**config.mk**
```make
export PLATFORM = sky130hd
export DESIGN_NAME = regfile_wr_arbiter
export DESIGN_NICKNAME = d
export VERILOG_FILES = /design/src/rtl/regfile_wr_arbiter.sv
export SDC_FILE = /design/constraint.sdc
export NUM_CORES = 1
export LEC_CHECK = 0
export BUFFER_PORTS_ARGS = -buffer_cell sky130_fd_sc_hd__buf_4
export CORE_MARGIN = 2
export CORE_UTILIZATION = 40
export DETAILED_ROUTE_END_ITERATION = 12
export HOLD_SLACK_MARGIN = 0.03
export PLACE_DENSITY = 0.74
export SYNTH_ARGS = -nofsm -noshare
export SYNTH_HDL_FRONTEND = slang
export SYNTH_SLANG_ARGS = --single-unit
```
**constraint.sdc**
```tcl
create_clock -name clk -period 4 [get_ports clk]
set_input_delay 0.6 -clock clk [delete_from_list [all_inputs] [get_ports clk]]
set_output_delay 0.6 -clock clk [all_outputs]
set_load 0.05 [all_outputs]
```
**src/rtl/regfile_wr_arbiter.sv**
```systemverilog
// regfile_wr_arbiter
// Shares the single regfile write port between the ALU writeback stage
// (single-cycle requests, normally highest priority) and the load unit
// (ready/valid returns buffered in a small FIFO). A starvation counter
// blocks the ALU for one cycle once a live buffered load has lost
// arbitration STARVE_LIMIT times in a row. A younger ALU write to the same
// register kills any buffered load to that register.
//
// Ports:
//   clk, reset            clock and synchronous active-high reset
//   alu_valid/alu_ready   ALU write request / accept
//   alu_addr, alu_data    ALU destination and result
//   ld_valid/ld_ready     load return handshake
//   ld_addr, ld_data      load destination and data
//   reg_write, addr_write, data_write   registered regfile write port
//   ld_count              entries currently buffered
//   busy                  buffer non-empty or a write is being presented
module regfile_wr_arbiter #(
  parameter int DEPTH        = 2,
  parameter int STARVE_LIMIT = 3,
  parameter int CNT_W        = 2
) (
  input  logic                   clk,
  input  logic                   reset,
  input  logic                   alu_valid,
  output logic                   alu_ready,
  input  logic [4:0]             alu_addr,
  input  logic [31:0]            alu_data,
  input  logic                   ld_valid,
  output logic                   ld_ready,
  input  logic [4:0]             ld_addr,
  input  logic [31:0]            ld_data,
  output logic                   reg_write,
  output logic [4:0]             addr_write,
  output logic [31:0]            data_write,
  output logic [$clog2(DEPTH):0] ld_count,
  output logic                   busy
);

  localparam int PTR_W = $clog2(DEPTH);
  localparam logic [PTR_W:0]     FULL_CNT   = (PTR_W+1)'(DEPTH);
  localparam logic [PTR_W-1:0]   PTR_ONE    = PTR_W'(1);
  localparam logic [CNT_W-1:0]   STARVE_MAX = CNT_W'(STARVE_LIMIT);

  // Load buffer storage (data side, never reset) and control state
  logic [4:0]       r_addr [DEPTH];
  logic [31:0]      r_data [DEPTH];
  logic             r_live [DEPTH];
  logic [PTR_W-1:0] r_rd_ptr;
  logic [PTR_W-1:0] r_wr_ptr;
  logic [PTR_W:0]   r_count;
  logic [CNT_W-1:0] r_starve;

  // Registered write port
  logic             r_reg_write;
  logic [4:0]       r_addr_write;
  logic [31:0]      r_data_write;

  logic w_not_empty;
  logic w_head_live;
  logic w_alu_acc;
  logic w_alu_wr;
  logic w_ld_grant;
  logic w_pop;
  logic w_ld_acc;
  logic w_push;
  logic w_push_live;

  // Stage 0: arbitration from registered state and this cycle's requests
  assign w_not_empty = (r_count != '0);
  assign w_head_live = w_not_empty && r_live[r_rd_ptr];

  // alu_ready must not depend on alu_valid, only on registered state.
  assign alu_ready  = !((r_starve == STARVE_MAX) && w_head_live);
  assign w_alu_acc  = alu_valid && alu_ready;
  assign w_alu_wr   = w_alu_acc && (alu_addr != 5'd0);
  // An ALU write to x0 is consumed without using the port, so the head may win.
  assign w_ld_grant = !w_alu_wr && w_head_live;
  // A killed head drains silently whenever it reaches the front.
  assign w_pop      = w_not_empty && (w_ld_grant || !r_live[r_rd_ptr]);

  // Full buffer never accepts, even when it pops in the same cycle.
  assign ld_ready    = (r_count < FULL_CNT);
  assign w_ld_acc    = ld_valid && ld_ready;
  assign w_push      = w_ld_acc && (ld_addr != 5'd0);
  // Loads are older than a concurrent ALU write to the same register.
  assign w_push_live = !(w_alu_wr && (ld_addr == alu_addr));

  always_ff @(posedge clk) begin
    if (w_push) begin
      r_addr[r_wr_ptr] <= ld_addr;
      r_data[r_wr_ptr] <= ld_data;
    end
  end

  always_ff @(posedge clk) begin
    if (reset) begin
      r_rd_ptr     <= '0;
      r_wr_ptr     <= '0;
      r_count      <= '0;
      r_starve     <= '0;
      r_reg_write  <= 1'b0;
      r_addr_write <= 5'd0;
      r_data_write <= 32'd0;
      for (int i = 0; i < DEPTH; i++) r_live[i] <= 1'b0;
    end else begin
      for (int i = 0; i < DEPTH; i++) begin
        if (w_alu_wr && (r_addr[i] == alu_addr)) r_live[i] <= 1'b0;
      end
      // The push slot is always free, so this never collides with a kill.
      if (w_push) begin
        r_live[r_wr_ptr] <= w_push_live;
        r_wr_ptr         <= r_wr_ptr + PTR_ONE;
      end
      if (w_pop) r_rd_ptr <= r_rd_ptr + PTR_ONE;

      case ({w_push, w_pop})
        2'b10:   r_count <= r_count + 1'b1;
        2'b01:   r_count <= r_count - 1'b1;
        default: r_count <= r_count;
      endcase

      // A killed head neither counts as losing nor resets the count.
      if (!w_not_empty || w_ld_grant) r_starve <= '0;
      else if (w_head_live && (r_starve != STARVE_MAX)) r_starve <= r_starve + 1'b1;

      // Stage 1: winning write presented to the regfile for one cycle
      r_reg_write <= w_alu_wr || w_ld_grant;
      if (w_alu_wr) begin
        r_addr_write <= alu_addr;
        r_data_write <= alu_data;
      end else if (w_ld_grant) begin
        r_addr_write <= r_addr[r_rd_ptr];
        r_data_write <= r_data[r_rd_ptr];
      end
    end
  end

  assign reg_write  = r_reg_write;
  assign addr_write = r_addr_write;
  assign data_write = r_data_write;
  assign ld_count   = r_count;
  assign busy       = w_not_empty || r_reg_write;

endmodule

```
# After elaboration in Yosys (flattened, before gate mapping)

Memory sizes are Yosys's and may differ from the RTL's. A register that Yosys moved wholly into a read port is not among the register bits.
Cells that the tools add are included.

Add/subtract/negate cells: 5
$lt $le $gt $ge: 1
Equal/unequal tests: 7
Multiplexer cells: 25
Bitwise gates (word level): 2
Reduce and logical (&&, ||, !) cells: 27

Operators by type and width:

| kind                | count |
|---|---|
| $mux 32             | 2 |
| $mux 1              | 20 |
| $eq 5x5->1          | 3 |
| $logic_and 1x1->1   | 12 |
| $mux 5              | 2 |
| $reduce_bool 5->1   | 2 |
| $reduce_bool 2->1   | 3 |
| $logic_not 1->1     | 5 |
| $add 2x1->2 const B | 2 |
| $eq 2x2->1 const B  | 2 |
| $logic_or 1x1->1    | 4 |
| $pmux 2 s2          | 1 |
| $add 1x1->1 const B | 2 |
| $eq 2x1->1 const B  | 1 |
| $lt 2x2->1 const B  | 1 |
| $ne 2x2->1 const B  | 1 |
| $or 1x1->1          | 2 |
| $reduce_or 2->1     | 1 |
| $sub 2x1->2 const B | 1 |

Bits in registers: 44
RAM bits: 76
Input bits: 78
Output and inout bits: 43
Word-level logic and storage cells: 77
Memories kept: 3

Memory list:

| name   | words | width | rd ports | clocked after memory_dff | wr ports | RTL line | text |
|---|---|---|---|---|---|---|---|
| r_data | 2     | 32    | 1        | 1                        | 1        | 47       | `logic [31:0] r_data [DEPTH];` |
| r_addr | 2     | 5     | 3        | 1                        | 1        | 46       | `logic [4:0] r_addr [DEPTH];` |
| r_live | 2     | 1     | 1        | 1                        | 3        | 48       | `logic r_live [DEPTH];` |

# Depth between registers and ports, before layout

Word-level depth: 12
Gate-level depth with buffers: 10
Mapped depth without buffers: 9

# Worst setup path before layout

OpenSTA, ideal clock, no wires.

Kind: flip-flop to flip-flop
Start: reg r_count[1], in the netlist ld_count[1]
End: mem r_live[0] (enable)
Setup time: 0.301 ns
Arrival: 3.122 ns
Required time: 3.699 ns
Slack: 0.577 ns
Stages on the path, launching flop included: 5
Path buffers: 0
Period minus slack after synthesis: 3.423 ns
Cell sequence: dfxtp_1 -> inv_1 -> o211ai_1 -> nor2_1 -> a311o_1

RTL lines:

| item                     | RTL line | text |
|---|---|---|
| start: declaration       | 51       | `logic [PTR_W:0] r_count;` |
| start signal: assignment | 118      | `2'b10: r_count <= r_count + 1'b1;` |
| start signal: assignment | 119      | `2'b01: r_count <= r_count - 1'b1;` |
| start signal: assignment | 120      | `default: r_count <= r_count;` |
| end: declaration         | 48       |  |

# Worst setup path after layout

Start: reg r_count[0], in the netlist ld_count[0]
End: out alu_ready

Cells in the longest elaborated chain, start to end: 4

RTL lines:

| item              | RTL line | text |
|---|---|---|
| $reduce_bool 2->1 | 70       | `assign w_not_empty = (r_count != '0);` |
| $logic_and 1x1->1 | 71       | `assign w_head_live = w_not_empty && r_live[r_rd_ptr];` |
| $logic_and 1x1->1 | 74       | `assign alu_ready = !((r_starve == STARVE_MAX) && w_head_live);` |
| $logic_not 1->1   | 74       |  |
| end: declaration  | 26       | `output logic alu_ready,` |

Every way passes these cells.

==> metrics.txt <==
Routed WL per cell roughly 17 microns; first-pass GRT wire length 18,300 microns; WP data required 3.40 ns; antenna violations before repair 0; switching power around 0.0013 W; DRC 0; PD cells 625 nW/um^2; Pre-antenna DRT Iters 4; critical-path cell list nor2_1 > nor3_2 > inv_1 > buf_4; Int Pwr 0.00285 W; die height 117 microns; share of power burned in registers between 30% and 40%; TritonCTS Sinks around 120; buffers inserted by post-CTS timing repair 0; total die area about 14,000 sq um; Synthesized Nets 483; Final period util roughly three quarters; CP Capture Type output port; Max Slew Vio Count 0; Post-Syn Area 5100 sq um; aggregate global-route resource usage roughly 18%; Final Skew 0.0160 ns; initial cell density of the core between 40% and 50%; number of synthesis warnings 0; Hold Buf Count CTS 0; total grt overflow 0; Via Count about 3,600; CP max stage delay 0.68 ns; post-route non-filler standard cell count roughly 700; Leak about 2.7 nW; setup TNS 0 ns; placed insts between 600 and 700; crit path time final 2.94 ns; number of global-route vias before repair about 3,700; area share of the largest cell type after synthesis ~45%; Final Hold Viols 0; unrepaired setup endpoints after global routing no; Max stage delay cell, worst path inv_1; status completed; Syn Inst Count between 400 and 500; most frequent cell after synthesis edfxtp_1; CP Launch Type flop; Worst Path Max Fanout 29; clock tree root buffer cell clkbuf_16; Most used DFF post-synth edfxtp_1; CTS tree yes; Resized Gates After CTS 0; maximum vdd drop roughly 320 uV; post-synth top area cell edfxtp_1; final net count ~600; DR vias/cell 5.20; Core Region 12,500 sq um; Port Buffers 120; switching part of the total between 30% and 40%; Post-DRT Antenna Nets 0; CTS Buf Count 17; pin count of the biggest net entering global routing 50; EDFF count, synth 76; num rows slightly above 40; WP data arrival approximately 2.3 ns; #FFs+latches synth 121; CP Class reg -> out; clk buf depth 2; Tightest Pin Transition about 1.1 ns; FFs w/ async S/R, synth 0%; Comb power frac between 20% and 30%; sequential fraction of the synthesis area roughly 62%; endpoints failing setup 0; Rel. slew slack around 24%; Reg clk slew, reported paths 0.06 ns; clock network power share around a third; Worst-Skew Late Latency approximately 0.42 ns; Achievable Freq around 340 MHz; Post-Route WL 11,900 microns; HPWL after detailed placement between 7000 and 8000 microns; Max Cap Viol 0; worst min path class in -> reg; Area growth, synth to finish 31.6%; share of layout cells above drive strength 1 a little under a third; post-synth cell types 39; # diodes 0; main area contributors after synthesis edfxtp_1 (45%), dfxtp_1 (18%), mux2i_1 (7.3%); gpl congestion 0.782; Max H-tree Level 4; Synth Area per Inst 12.7 sq um; chip width 117 microns; drt first-iter violations 194; Synth top cells by count edfxtp_1 (76), dfxtp_1 (45), and3_1 (44), mux2i_1 (37), nor3_1 (30); flop2flop setup slack roughly 1.4 ns; I/O Pins around 120
[final timing paths]
path,startpoint,to,cells after the start
worst min-delay path,ld_data[17],r_data[1][17],1
worst max-delay path,ld_count[0],alu_ready,4
worst min register to register,data_write[10],data_write[10],1
worst max register to register,flop,data_write[24],6
[worst max-delay path, delay by kind of cell (launching register included)]
kind / cells / cell delay (ns)
simple gates: 2 / 0.51
flops: 1 / 0.40
buf+inv: 2 / 1.02
[cell usage in the layout (no fill, tap or decap), types with 5 or more instances in the layout]
master      count
clkinvlp_4      5
nor3_1         29
edfxtp_1       76
mux2i_1        37
o31a_1         22
and3_1         44
or3_1          16
nor2_1          8
o21ai_0        11
dfxtp_1        44
buf_4         124
xor2_1         11
xnor2_1         7
a32o_1          9
nand3_1        14
clkbuf_16      17
inv_1           5
a31oi_1         5
[area by class of cell]
| class | instances | area [sq um] |
|---|---|---|
| Fill cell | 1077 | 5800 |
| Sequential cell | 121 | 3180 |
| Multi-Input combinational cell | 245 | 1800 |
| Timing Repair Buffer | 124 | 931 |
| Clock buffer | 20 | 467 |
| Tap cell | 172 | 215 |
| Clock inverter | 12 | 100 |
| Inverter | 5 | 18.8 |
[stage by stage]
stage / total power, W / setup slack (ns) / utilization (%) / instance area, sq um / hold WS, ns
floorplan: 0.00244 / 0.577 / - / 5100 / 0.444
global placement: 0.00275 / 1.07 / 49.1 / 6150 / 0.451
detailed placement: 0.00279 / 0.926 / 49.1 / 6150 / 0.460
CTS: 0.00423 / 1.02 / 53.6 / 6710 / 0.351
global route: 0.00438 / 0.890 / 53.6 / 6710 / 0.353
finish: 0.00419 / 1.06 / 53.6 / 6710 / 0.364
[state kept, by name, summed over array words and instances (netlist names), named ones only]
register and cells:
r_wr_ptr 1, data_write 32, r_data 64, r_addr 10, r_rd_ptr 1, r_live 2
ld_count 2, reg_write 1, r_starve 2, addr_write 5
[power by group through the flow]
stage / registers, W / clock network [W] / logic [W]
global route: 0.00167 / 0.00152 / 0.00119
floorplan: 0.00186 / 0 / 0.000581
CTS: 0.00166 / 0.00146 / 0.00112
finish: 0.00165 / 0.00143 / 0.00111
detailed placement: 0.00168 / 0 / 0.00111
global placement: 0.00167 / 0 / 0.00108
[kinds of logic after synthesis]
logic type	share of synthesized area, %
AO/OA/AOI/OAI	9.54
XOR/XNOR	3.09
adder cells (fa/ha/maj)	0.491
buffers and inverters	3.09
flip-flops	62.4
multiplexers	7.48
AND/OR/NAND/NOR	13.9
[metal layers]
| metal | up-vias | GRT usage, % | part of all wire (%) |
|---|---|---|---|
| met3 | 21 | 5.30 | 6.0 |
| li1 | 1768 | - | - |
| met5 | - | 0 | 0 |
| met4 | 0 | 7.61 | 1.7 |
| met1 | 1719 | 21.6 | 43 |
| met2 | 129 | 30.0 | 50 |
Note: power is estimated with default switching activity, not from simulation.
